===== config.mk =====
export PLATFORM = sky130hd
export DESIGN_NAME = map_tile_store_flat
export DESIGN_NICKNAME = d
export VERILOG_FILES = /design/src/rtl/maze_pkg.sv /design/src/rtl/map_tile_store_if.sv /design/src/rtl/map_layout_rom.sv /design/src/rtl/map_tile_store.sv /design/src/flat_wrapper.sv
export SDC_FILE = /design/constraint.sdc
export NUM_CORES = 2
export LEC_CHECK = 0
export CORE_ASPECT_RATIO = 1.5
export CORE_MARGIN = 10
export CORE_UTILIZATION = 46
export CTS_CLUSTER_DIAMETER = 150
export DETAILED_ROUTE_END_ITERATION = 6
export HOLD_SLACK_MARGIN = 0.02
export PLACE_DENSITY = 0.71
export RECOVER_POWER = 50
export SYNTH_ARGS = -nofsm -noshare
export SYNTH_HDL_FRONTEND = slang
export SYNTH_SLANG_ARGS = --single-unit

===== constraint.sdc =====
create_clock -name clock_50 -period 26.6 [get_ports clock_50]
set_clock_uncertainty 0.15 [all_clocks]
set_input_delay 7.98 -clock clock_50 [delete_from_list [all_inputs] [get_ports clock_50]]
set_output_delay 7.98 -clock clock_50 [all_outputs]
set_load 0.005 [all_outputs]

===== src/rtl/maze_pkg.sv =====
`default_nettype none
// ============================================================================
// maze_pkg : tile codes, map geometry and helpers shared by the maze path.
// Revision : 1.0
// ============================================================================
package maze_pkg;

  localparam int MAP_W   = 21;
  localparam int MAP_H   = 21;
  localparam int TILE_W  = 3;
  localparam int COORD_W = 5;
  localparam int IDX_W   = 9;
  localparam int COUNT_W = 9;

  localparam logic [TILE_W-1:0] TILE_EMPTY     = 3'b000;
  localparam logic [TILE_W-1:0] TILE_BIG_ORB   = 3'b001;
  localparam logic [TILE_W-1:0] TILE_SMALL_ORB = 3'b010;
  localparam logic [TILE_W-1:0] TILE_WALL      = 3'b011;
  localparam logic [TILE_W-1:0] TILE_PLAYER    = 3'b100;

  localparam logic [COORD_W-1:0] MAX_X          = COORD_W'(MAP_W - 1);
  localparam logic [COORD_W-1:0] MAX_Y          = COORD_W'(MAP_H - 1);
  localparam logic [COORD_W-1:0] PLAYER_START_X = 5'd10;
  localparam logic [COORD_W-1:0] PLAYER_START_Y = 5'd8;
  localparam logic [COORD_W-1:0] BIG_ORB_NEAR   = 5'd1;
  localparam logic [COORD_W-1:0] BIG_ORB_FAR    = 5'd19;

  typedef enum logic [1:0] {
    ST_INIT  = 2'd0,
    ST_IDLE  = 2'd1,
    ST_WRITE = 2'd2
  } store_state_t;

  // Codes 101-111 count as wall, so only the two orb codes qualify.
  function automatic logic is_orb(input logic [TILE_W-1:0] tile);
    return (tile == TILE_BIG_ORB) || (tile == TILE_SMALL_ORB);
  endfunction

endpackage
`default_nettype wire


===== src/rtl/map_tile_store_if.sv =====
`default_nettype none
// ============================================================================
// map_tile_store_if : display lookup, game query/write and status bundle.
// Revision : 1.0
// ============================================================================
interface map_tile_store_if;
  import maze_pkg::*;

  logic [COORD_W-1:0] map_x;
  logic [COORD_W-1:0] map_y;
  logic [TILE_W-1:0]  sprite_type;
  logic [COORD_W-1:0] rd_x;
  logic [COORD_W-1:0] rd_y;
  logic [TILE_W-1:0]  rd_tile;
  logic               wr_req;
  logic [COORD_W-1:0] wr_x;
  logic [COORD_W-1:0] wr_y;
  logic [TILE_W-1:0]  wr_tile;
  logic               wr_ack;
  logic               wr_err;
  logic               ready;
  logic [COUNT_W-1:0] orb_count;
  logic               orbs_cleared;

  modport master (
    output map_x, map_y, rd_x, rd_y, wr_req, wr_x, wr_y, wr_tile,
    input  sprite_type, rd_tile, wr_ack, wr_err, ready, orb_count, orbs_cleared
  );

  modport slave (
    input  map_x, map_y, rd_x, rd_y, wr_req, wr_x, wr_y, wr_tile,
    output sprite_type, rd_tile, wr_ack, wr_err, ready, orb_count, orbs_cleared
  );
endinterface
`default_nettype wire


===== src/rtl/map_layout_rom.sv =====
`default_nettype none
// ============================================================================
// map_layout_rom : combinational default maze layout, (x,y) -> sprite code.
// Revision : 1.0
// ============================================================================
module map_layout_rom
  import maze_pkg::*;
(
  input  logic [COORD_W-1:0] x,
  input  logic [COORD_W-1:0] y,
  output logic [TILE_W-1:0]  tile
);

  // Rule order matters: border beats player beats big orbs beats pillars.
  always_comb begin
    tile = TILE_SMALL_ORB;
    if (x == '0 || x == MAX_X || y == '0 || y == MAX_Y) begin
      tile = TILE_WALL;
    end else if (x == PLAYER_START_X && y == PLAYER_START_Y) begin
      tile = TILE_PLAYER;
    end else if ((x == BIG_ORB_NEAR || x == BIG_ORB_FAR) &&
                 (y == BIG_ORB_NEAR || y == BIG_ORB_FAR)) begin
      tile = TILE_BIG_ORB;
    end else if (!x[0] && !y[0]) begin
      tile = TILE_WALL;
    end
  end

endmodule
`default_nettype wire


===== src/rtl/map_tile_store.sv =====
`default_nettype none
// ============================================================================
// map_tile_store : maze tile memory with self-load, display/query reads,
//                  req/ack write port and remaining-orb counter.
// Revision : 1.0
// ============================================================================
module map_tile_store
  import maze_pkg::*;
#(
  parameter int MAP_W  = 21,
  parameter int MAP_H  = 21,
  parameter int TILE_W = 3
) (
  input  logic            clock_50,
  input  logic            reset,
  map_tile_store_if.slave bus
);

  localparam int                 MAP_SIZE   = MAP_W * MAP_H;
  localparam logic [COORD_W-1:0] LIM_X      = COORD_W'(MAP_W - 1);
  localparam logic [COORD_W-1:0] LIM_Y      = COORD_W'(MAP_H - 1);
  localparam logic [IDX_W-1:0]   ROW_STRIDE = IDX_W'(MAP_W);
  localparam logic [IDX_W-1:0]   LAST_IDX   = IDX_W'(MAP_SIZE - 1);

  function automatic logic in_map(input logic [COORD_W-1:0] x,
                                  input logic [COORD_W-1:0] y);
    return (x <= LIM_X) && (y <= LIM_Y);
  endfunction

  function automatic logic [IDX_W-1:0] lin_idx(input logic [COORD_W-1:0] x,
                                               input logic [COORD_W-1:0] y);
    return IDX_W'(y) * ROW_STRIDE + IDX_W'(x);
  endfunction

  store_state_t       state_q, state_d;
  logic [IDX_W-1:0]   idx_q, idx_d;
  logic [COORD_W-1:0] init_x_q, init_x_d;
  logic [COORD_W-1:0] init_y_q, init_y_d;
  logic [COUNT_W-1:0] orb_count_q, orb_count_d;
  logic               ready_q, ready_d;
  logic               wr_ack_q, wr_ack_d;
  logic               wr_err_q, wr_err_d;
  logic [TILE_W-1:0]  rd_tile_q, rd_tile_d;
  logic [COORD_W-1:0] cap_x_q, cap_x_d;
  logic [COORD_W-1:0] cap_y_q, cap_y_d;
  logic [TILE_W-1:0]  cap_tile_q, cap_tile_d;

  logic [TILE_W-1:0]  mem_q [MAP_SIZE];
  logic               mem_we;
  logic [IDX_W-1:0]   mem_waddr;
  logic [TILE_W-1:0]  mem_wdata;
  logic [TILE_W-1:0]  rom_tile;
  logic [TILE_W-1:0]  old_tile;
  logic [IDX_W-1:0]   wr_idx;

  map_layout_rom u_layout_rom (
    .x    (init_x_q),
    .y    (init_y_q),
    .tile (rom_tile)
  );

  assign wr_idx   = lin_idx(cap_x_q, cap_y_q);
  assign old_tile = mem_q[wr_idx];

  always_comb begin
    state_d     = state_q;
    idx_d       = idx_q;
    init_x_d    = init_x_q;
    init_y_d    = init_y_q;
    orb_count_d = orb_count_q;
    ready_d     = ready_q;
    wr_ack_d    = 1'b0;
    wr_err_d    = 1'b0;
    cap_x_d     = cap_x_q;
    cap_y_d     = cap_y_q;
    cap_tile_d  = cap_tile_q;
    mem_we      = 1'b0;
    mem_waddr   = idx_q;
    mem_wdata   = rom_tile;
    rd_tile_d   = (ready_q && in_map(bus.rd_x, bus.rd_y)) ?
                  mem_q[lin_idx(bus.rd_x, bus.rd_y)] : TILE_EMPTY;

    case (state_q)
      ST_INIT: begin
        mem_we = 1'b1;
        if (is_orb(rom_tile)) begin
          orb_count_d = orb_count_q + COUNT_W'(1);
        end
        idx_d = idx_q + 1'b1;
        if (init_x_q == LIM_X) begin
          init_x_d = '0;
          init_y_d = init_y_q + 1'b1;
        end else begin
          init_x_d = init_x_q + 1'b1;
        end
        if (idx_q == LAST_IDX) begin
          state_d = ST_IDLE;
          ready_d = 1'b1;
        end
      end
      ST_IDLE: begin
        // Ack is registered here so it is visible throughout the WRITE cycle.
        if (bus.wr_req) begin
          cap_x_d    = bus.wr_x;
          cap_y_d    = bus.wr_y;
          cap_tile_d = bus.wr_tile;
          wr_ack_d   = 1'b1;
          wr_err_d   = !in_map(bus.wr_x, bus.wr_y);
          state_d    = ST_WRITE;
        end
      end
      ST_WRITE: begin
        state_d = ST_IDLE;
        if (!wr_err_q) begin
          mem_we      = 1'b1;
          mem_waddr   = wr_idx;
          mem_wdata   = cap_tile_q;
          orb_count_d = orb_count_q + COUNT_W'(is_orb(cap_tile_q))
                                    - COUNT_W'(is_orb(old_tile));
        end
      end
      default: begin
        state_d = ST_INIT;
      end
    endcase
  end

  always_ff @(posedge clock_50) begin
    if (reset) begin
      state_q     <= ST_INIT;
      idx_q       <= '0;
      init_x_q    <= '0;
      init_y_q    <= '0;
      orb_count_q <= '0;
      ready_q     <= 1'b0;
      wr_ack_q    <= 1'b0;
      wr_err_q    <= 1'b0;
      rd_tile_q   <= TILE_EMPTY;
      cap_x_q     <= '0;
      cap_y_q     <= '0;
      cap_tile_q  <= TILE_EMPTY;
    end else begin
      state_q     <= state_d;
      idx_q       <= idx_d;
      init_x_q    <= init_x_d;
      init_y_q    <= init_y_d;
      orb_count_q <= orb_count_d;
      ready_q     <= ready_d;
      wr_ack_q    <= wr_ack_d;
      wr_err_q    <= wr_err_d;
      rd_tile_q   <= rd_tile_d;
      cap_x_q     <= cap_x_d;
      cap_y_q     <= cap_y_d;
      cap_tile_q  <= cap_tile_d;
    end
  end

  // A reset landing on the WRITE edge must drop the pending write.
  always_ff @(posedge clock_50) begin
    if (mem_we && !reset) begin
      mem_q[mem_waddr] <= mem_wdata;
    end
  end

  assign bus.sprite_type  = (ready_q && in_map(bus.map_x, bus.map_y)) ?
                            mem_q[lin_idx(bus.map_x, bus.map_y)] : TILE_EMPTY;
  assign bus.rd_tile      = rd_tile_q;
  assign bus.wr_ack       = wr_ack_q;
  assign bus.wr_err       = wr_err_q;
  assign bus.ready        = ready_q;
  assign bus.orb_count    = orb_count_q;
  assign bus.orbs_cleared = ready_q && (orb_count_q == '0);

endmodule
`default_nettype wire


===== src/flat_wrapper.sv =====
// flat-port wrapper written by rule: the top's interface ports become plain ports
module map_tile_store_flat import maze_pkg::*;
#(
  parameter int MAP_W  = 21,
  parameter int MAP_H  = 21,
  parameter int TILE_W = 3
)
  (clock_50, reset, bus_map_x, bus_map_y, bus_rd_x, bus_rd_y, bus_wr_req, bus_wr_x, bus_wr_y, bus_wr_tile, bus_sprite_type, bus_rd_tile, bus_wr_ack, bus_wr_err, bus_ready, bus_orb_count, bus_orbs_cleared);
  map_tile_store_if bus_i ();
  input  logic clock_50;
  input  logic reset;
  input wire logic [$bits(bus_i.map_x)-1:0] bus_map_x;
  input wire logic [$bits(bus_i.map_y)-1:0] bus_map_y;
  input wire logic [$bits(bus_i.rd_x)-1:0] bus_rd_x;
  input wire logic [$bits(bus_i.rd_y)-1:0] bus_rd_y;
  input wire logic [$bits(bus_i.wr_req)-1:0] bus_wr_req;
  input wire logic [$bits(bus_i.wr_x)-1:0] bus_wr_x;
  input wire logic [$bits(bus_i.wr_y)-1:0] bus_wr_y;
  input wire logic [$bits(bus_i.wr_tile)-1:0] bus_wr_tile;
  output wire logic [$bits(bus_i.sprite_type)-1:0] bus_sprite_type;
  output wire logic [$bits(bus_i.rd_tile)-1:0] bus_rd_tile;
  output wire logic [$bits(bus_i.wr_ack)-1:0] bus_wr_ack;
  output wire logic [$bits(bus_i.wr_err)-1:0] bus_wr_err;
  output wire logic [$bits(bus_i.ready)-1:0] bus_ready;
  output wire logic [$bits(bus_i.orb_count)-1:0] bus_orb_count;
  output wire logic [$bits(bus_i.orbs_cleared)-1:0] bus_orbs_cleared;
  assign bus_i.map_x = bus_map_x;
  assign bus_i.map_y = bus_map_y;
  assign bus_i.rd_x = bus_rd_x;
  assign bus_i.rd_y = bus_rd_y;
  assign bus_i.wr_req = bus_wr_req;
  assign bus_i.wr_x = bus_wr_x;
  assign bus_i.wr_y = bus_wr_y;
  assign bus_i.wr_tile = bus_wr_tile;
  assign bus_sprite_type = bus_i.sprite_type;
  assign bus_rd_tile = bus_i.rd_tile;
  assign bus_wr_ack = bus_i.wr_ack;
  assign bus_wr_err = bus_i.wr_err;
  assign bus_ready = bus_i.ready;
  assign bus_orb_count = bus_i.orb_count;
  assign bus_orbs_cleared = bus_i.orbs_cleared;
  map_tile_store #(.MAP_W(MAP_W), .MAP_H(MAP_H), .TILE_W(TILE_W)) u_core (.clock_50(clock_50), .reset(reset), .bus(bus_i));
endmodule

Yosys cells after proc, flatten, opt, wreduce, memory -nomap -nowiden --
Memories as Yosys holds them, arrays and structs flattened. A register that Yosys moved wholly into a read port is not among the register bits. Index checks and enable logic that the tools add are counted. W data, S select, Z words.
Storage, ports and cells: register bits after elaboration 46, bits in writable memories 1323, input bits 36, output and inout bits 19, word-level logic and storage cells 110, memories 1
Cells by class: add/subtract/negate cells 9, $mul 3, order comparisons 6, equality and inequality tests 21, multiplexer cells 21, bitwise operators 3, reduce and logical (&&, ||, !) cells 35
Memories:
- u_core.mem_q | depth 441, width 3, read ports 3, clocked after memory_dff 1, write ports 1, line map_tile_store.sv:48 | logic [TILE_W-1:0] mem_q [MAP_SIZE];
Operators with widths (count):
- $mux W9 | 4
- $le A5 B5 Y1 const B | 6
- $add A9 B5 Y9 | 3
- $mul A5 B5 Y9 const B | 3
- $eq A5 B5 Y1 const B | 4
- $add A9 B1 Y9 const B | 2
- $pmux W9 S2 | 1
- $mux W3 | 5
- $add A5 B1 Y5 const B | 2
- $eq A5 B1 Y1 const B | 2
- $eq A5 B4 Y1 const B | 2
- $logic_and A1 B1 Y1 | 10
- $logic_not A5 Y1 | 2
- $add A9 B1 Y9 | 1
- $eq A3 B1 Y1 const B | 3
- $eq A3 B2 Y1 const B | 3
- $eq A9 B9 Y1 const B | 1
- $logic_not A9 Y1 | 1
- $sub A9 B1 Y9 | 1
- $logic_or A1 B1 Y1 | 8
- $reduce_and A2 Y1 | 4
- $mux W2 | 3
- $pmux W2 S3 | 1
- $mux W1 | 5
- 13 further kinds | 21

Depth between registers and ports, before layout --
depth in word-level cells 10, mapped depth 32, gate-level depth less buffers 29

Hierarchy --
From an unflattened synthesis, not the netlist that was laid out.
Second synthesis, totals: cell total of the unflattened synthesis 4422, area, all modules 78004.8 µm²
Modules (own cells, without submodules):
- map_tile_store | instances 1, cells an instance 4406, area an instance 77892.2 µm², seq. area each 40709.0 µm²
- map_layout_rom | instances 1, cells an instance 16, area an instance 112.6 µm², seq. area each 0.0 µm²

Least setup slack after synthesis --
OpenSTA, ideal clock, no wires.
path type register -> register, from reg u_core.init_x_q[0], to mem u_core.mem_q[0][2] (data pin), setup time 3.624 ns, data arrival time 18.033 ns, required time 22.826 ns, setup slack 4.792 ns, stages on the path, launching flop included 6, path buffers 0, clock period less this slack 21.808 ns, cell sequence dfxtp_1 inv_1 ha_1 nor4b_1 nand4_1 o21ai_0
On the way: word-level cells in the longest chain between the ends 7, elaborated cells between the ends (all ways) 11, those cells by class 2 x eq/ne; 4 x mux; 5 x reduce/logical
Ends and longest elaborated chain:
- start, declared | line map_tile_store.sv:37 | logic [COORD_W-1:0] init_x_q, init_x_d;
- start signal, assigned | line map_tile_store.sv:145 | init_x_q <= init_x_d;
- $eq A5 B5 Y1 or $logic_not A5 Y1 (tied branches) | line map_layout_rom.sv:17 | if (x == '0 || x == MAX_X || y == '0 || y == MAX_Y) begin
- $logic_or A1 B1 Y1 (3 in a row) | line map_layout_rom.sv:17
- $mux W3 * | line map_layout_rom.sv:17
- $mux W3 | line map_tile_store.sv:114 | if (!wr_err_q) begin
- $mux W3 * | line map_tile_store.sv:83 | case (state_q)
- via u_core.mem_wdata[2] | line map_tile_store.sv:51 | logic [TILE_W-1:0] mem_wdata;
- end, declared | line map_tile_store.sv:48
Mark *: on every way through the listed nets, which the timed path passes. The rest lies on a longest branch.

Worst setup path in the final report --
from in bus_map_y[2], to out bus_sprite_type[0]
On the way: word-level cells in the longest chain between the ends 4, elaborated cells between the ends (all ways) 7, those cells by class 1 x add/sub; 1 x mul; 1 x order compare; 1 x mux; 2 x reduce/logical; 1 x memory
Ends and longest elaborated chain:
- start, declared | line flat_wrapper.sv:13 | input wire logic [$bits(bus_i.map_y)-1:0] bus_map_y;
- $mul A5 B5 Y9 or $le A5 B5 Y1 (tied branches) | line map_tile_store.sv:32, map_tile_store.sv:27
- $add A9 B5 Y9 or $logic_and A1 B1 Y1 (tied branches) | line map_tile_store.sv:32, map_tile_store.sv:27
- $mem_v2 Z441 W3 or $logic_and A1 B1 Y1 (tied branches)
- $mux W3 * | line map_tile_store.sv:165 | assign bus.sprite_type = (ready_q && in_map(bus.map_x, bus.map_y)) ?
- end, declared | line flat_wrapper.sv:20 | output wire logic [$bits(bus_i.sprite_type)-1:0] bus_sprite_type;
Mark *: on every way between the ends. The rest lies on a longest branch, timed or not.

==> reports/metrics.cfg <==
[timing]
relSlewSlack=-5.83
max_freq_mhz=45.3
rsz0062_at_grt=no
finalMaxSlewViolations=1410
period_needed_ns=22.09
worst_pin_slew_ns=10.25
layout_worst_path_cycle_share=0.831
hold_viol=0
finalSetupViolCount=0
hold_ws_ns=0.319
setup_tns_ns=0

[worst_setup_path]
cpPeakStageDelay_ns=1.19
cpMaxStageDelayCell=fa_4
end_kind=primary output
crit_family=adder cells
critPathMaxFanout=28
cp_num_buf_inv=4
crit_top_cell=ha_1
worstSetupStartpointType=primary input
critPathKind=primary input to primary output
path_cells=clkdlybuf4s50_1, ha_1, ha_1, ha_1, ha_4, inv_1, fa_4, buf_4, mux4_2, nand2_1, and3_1, o21ai_0, o31ai_1, o22ai_1, clkdlybuf4s50_1
arrival_ns=13.96
critPathRequiredTime_ns=18.47

[logic_synthesis]
synth_ff_type=edfxtp_1
yosysSeqAreaShare=0.521
avgSynthCellArea_um2=17.9
yosysTopAreaCellShare=0.509
synth_area_leaders=edfxtp_1 (51%), mux4_2 (35%), nor2_1 (2.4%)
syn_area_um2=78100
async_flop_share=0
synth.distinct_cells=64
synth_top_area_cell=edfxtp_1
synth_fp_nets=4523
synth_edf_count=1323
ys_ff_latch=1372
synth_warnings=0
synthCells=4373

[floorplanning]
coreArea_um2=169000
core.rowCount=185
initial_core_util=0.462
die-area_um2=187000
num_io_pins=55
fp.dieW_um=356
die_h_um=525

[run_status]
status=complete, but fails checks
violations=DRC, capacitance limit, slew limit

[route]
wire_per_inst_um=36.9
first_pass_iters=7
viasPerCell=7.20
drc=2
detail-route-antenna-nets=0
drt_iter0_markers=6901
drt-total-wl_um=245000
num_vias=47699

[clock_network]
post_cts_buffers=0
cts-htree-levels=4
cts_hold_buf=0
clock_latency_ns=0.80
cts_buffer_depth=3
root_buffer=clkbuf_16
path_clk_slew_ns=0.07
cts_resized=0
cts_tree=done
numCtsBuffers=130
cts.sinks=1372

[layout]
fillers=13464
area_growth_pct=9.25
mostFrequentLayoutCell=edfxtp_1
drive_above_1_share=0.365
nets=4420
layout_common_cells=edfxtp_1 (1323), mux4_2 (1224), nor2_1 (505)

[power]
irDropWorstVdd_mv=0.0756
switching_share=0.276
power_frac_clock=0.369
fin_total_pwr_uw=5290
powerDensity_nw_per_um2=62.0
leakagePower_uw=0.0249
comb_power_share=0.190
p_sw_uw=1460
power_frac_seq=0.441
p_int_uw=3830

[global_routing]
antenna_found_initial=9
first_global_vias=48505
track_usage=0.259
grt_max_degree=232
grt_pass1_wl_um=350000
overflow=0

[place]
gp_congestion=0.933
post-dp-hpwl_um=157000
portBuffers=54

[flow_run]
drv_cap=12

[min_path]
hp-class=flip-flop to flip-flop

[worst register-to-register path: cells and delay by family (launching register included)]
kind                   cells  cell delay, ns
buffers and inverters      4           14.27
and+or+nand+nor            2            0.74
DFF                        1            0.55
AOI/OAI and AO/OA          1            0.27
[state kept, by name, indices dropped and copies added (netlist names)]
register / count
u_core.init_y_q: 5
u_core.state_q: 2
u_core.bus.wr_err: 1
u_core.init_x_q: 5
u_core.mem_q: 1323
u_core.bus.orb_count: 9
u_core.bus.ready: 1
u_core.idx_q: 9
u_core.cap_tile_q: 3
u_core.bus.wr_ack: 1
u_core.bus.rd_tile: 3
u_core.cap_x_q: 5
u_core.cap_y_q: 5
[logic make-up (layout without fill, tap and decap cells)]
kind of cell	after synthesis	after routing	share of synthesized area
xor+xnor	50	50	0.00561
flops	1372	1372	0.521
fa+ha+maj	114	114	0.0195
compound gates	262	262	0.0221
buf+inv	471	477	0.0255
simple gates	804	804	0.0427
mux	1300	1300	0.363
other cells	0	4	0
[metal layers]
layer  routed length [um]  GRT usage  part of all wire
met4                22700      0.194             0.093
met2               123000      0.430              0.50
met5                   50          0           0.00020
met1                75000      0.292              0.31
met3                24300     0.0531             0.099
[synth_stat cells (all sizes together) (5+ instances only)]
library cell and count:
nor2b 15, a211oi 20, fa 13, and3 8
mux4 1224, a21boi 6, ha 101, edfxtp 1323
clkbuf 198, nand2 158, a31oi 13, nor2 508
a21o 6, o21a 8, nor3b 5, xor2 19
mux2 20, nand4 17, nand2b 8, o21bai 6
a22oi 28, or3 7, dfxtp 49, o22ai 15
nand3 31, nor4 6, inv 78, mux2i 56
o21ai 45, xnor2 31, o32ai 5, o221ai 5
a21oi 63, buf 195, nor3 20, o211ai 10
[area by class of cell]
class | count | area [um2] | share of cell area
diodes | 4 | 10.0 | 0.000117
multi-input cells | 2530 | 35700 | 0.419
repair buffers | 158 | 1380 | 0.0162
well taps | 2244 | 2810 | 0.0329
clock inverters | 88 | 932 | 0.0109
inverters | 78 | 293 | 0.00343
clock buffers | 153 | 3440 | 0.0403
flip-flops and latches | 1372 | 40700 | 0.477
[power by group through the flow]
stage / registers (uW) / logic (uW) / clock network (uW)
after floorplan: 2380 / 636 / 0
final: 2330 / 1010 / 1950
after global placement: 2380 / 980 / 0
after global routing: 2330 / 1020 / 2030
after CTS: 2330 / 988 / 1960
after detailed placement: 2380 / 985 / 0
[worst paths after layout]
kind | slack, ns | endpoint | start | depth (start not counted)
max reg2reg | 9.70 | u_core.mem_q[360][0]$_DFFE_PP_ | u_core.state_q[1]$_SDFFE_PP0P_ | 7
min | 0.32 | u_core.cap_x_q[3]$_SDFFE_PP0P_ | u_core.cap_x_q[3]$_SDFFE_PP0P_ | 2
max | 4.51 | bus_sprite_type[0] | bus_map_y[2] | 15
min reg2reg | 0.32 | u_core.cap_x_q[3]$_SDFFE_PP0P_ | u_core.cap_x_q[3]$_SDFFE_PP0P_ | 2
[through the flow]
stage | instance area (um2) | std cells | util | setup WS [ns]
after floorplan | 78100 | 4373 | - | 4.79
after global placement | 81000 | 6382 | 0.479 | 4.72
after detailed placement | 81000 | 6382 | 0.479 | 4.75
after CTS | 85400 | 6623 | 0.505 | 4.73
after global routing | 85300 | 6624 | 0.505 | 4.56
final | 85300 | 6627 | 0.505 | 4.51
No activity file was read; power rests on OpenSTA's default activity.
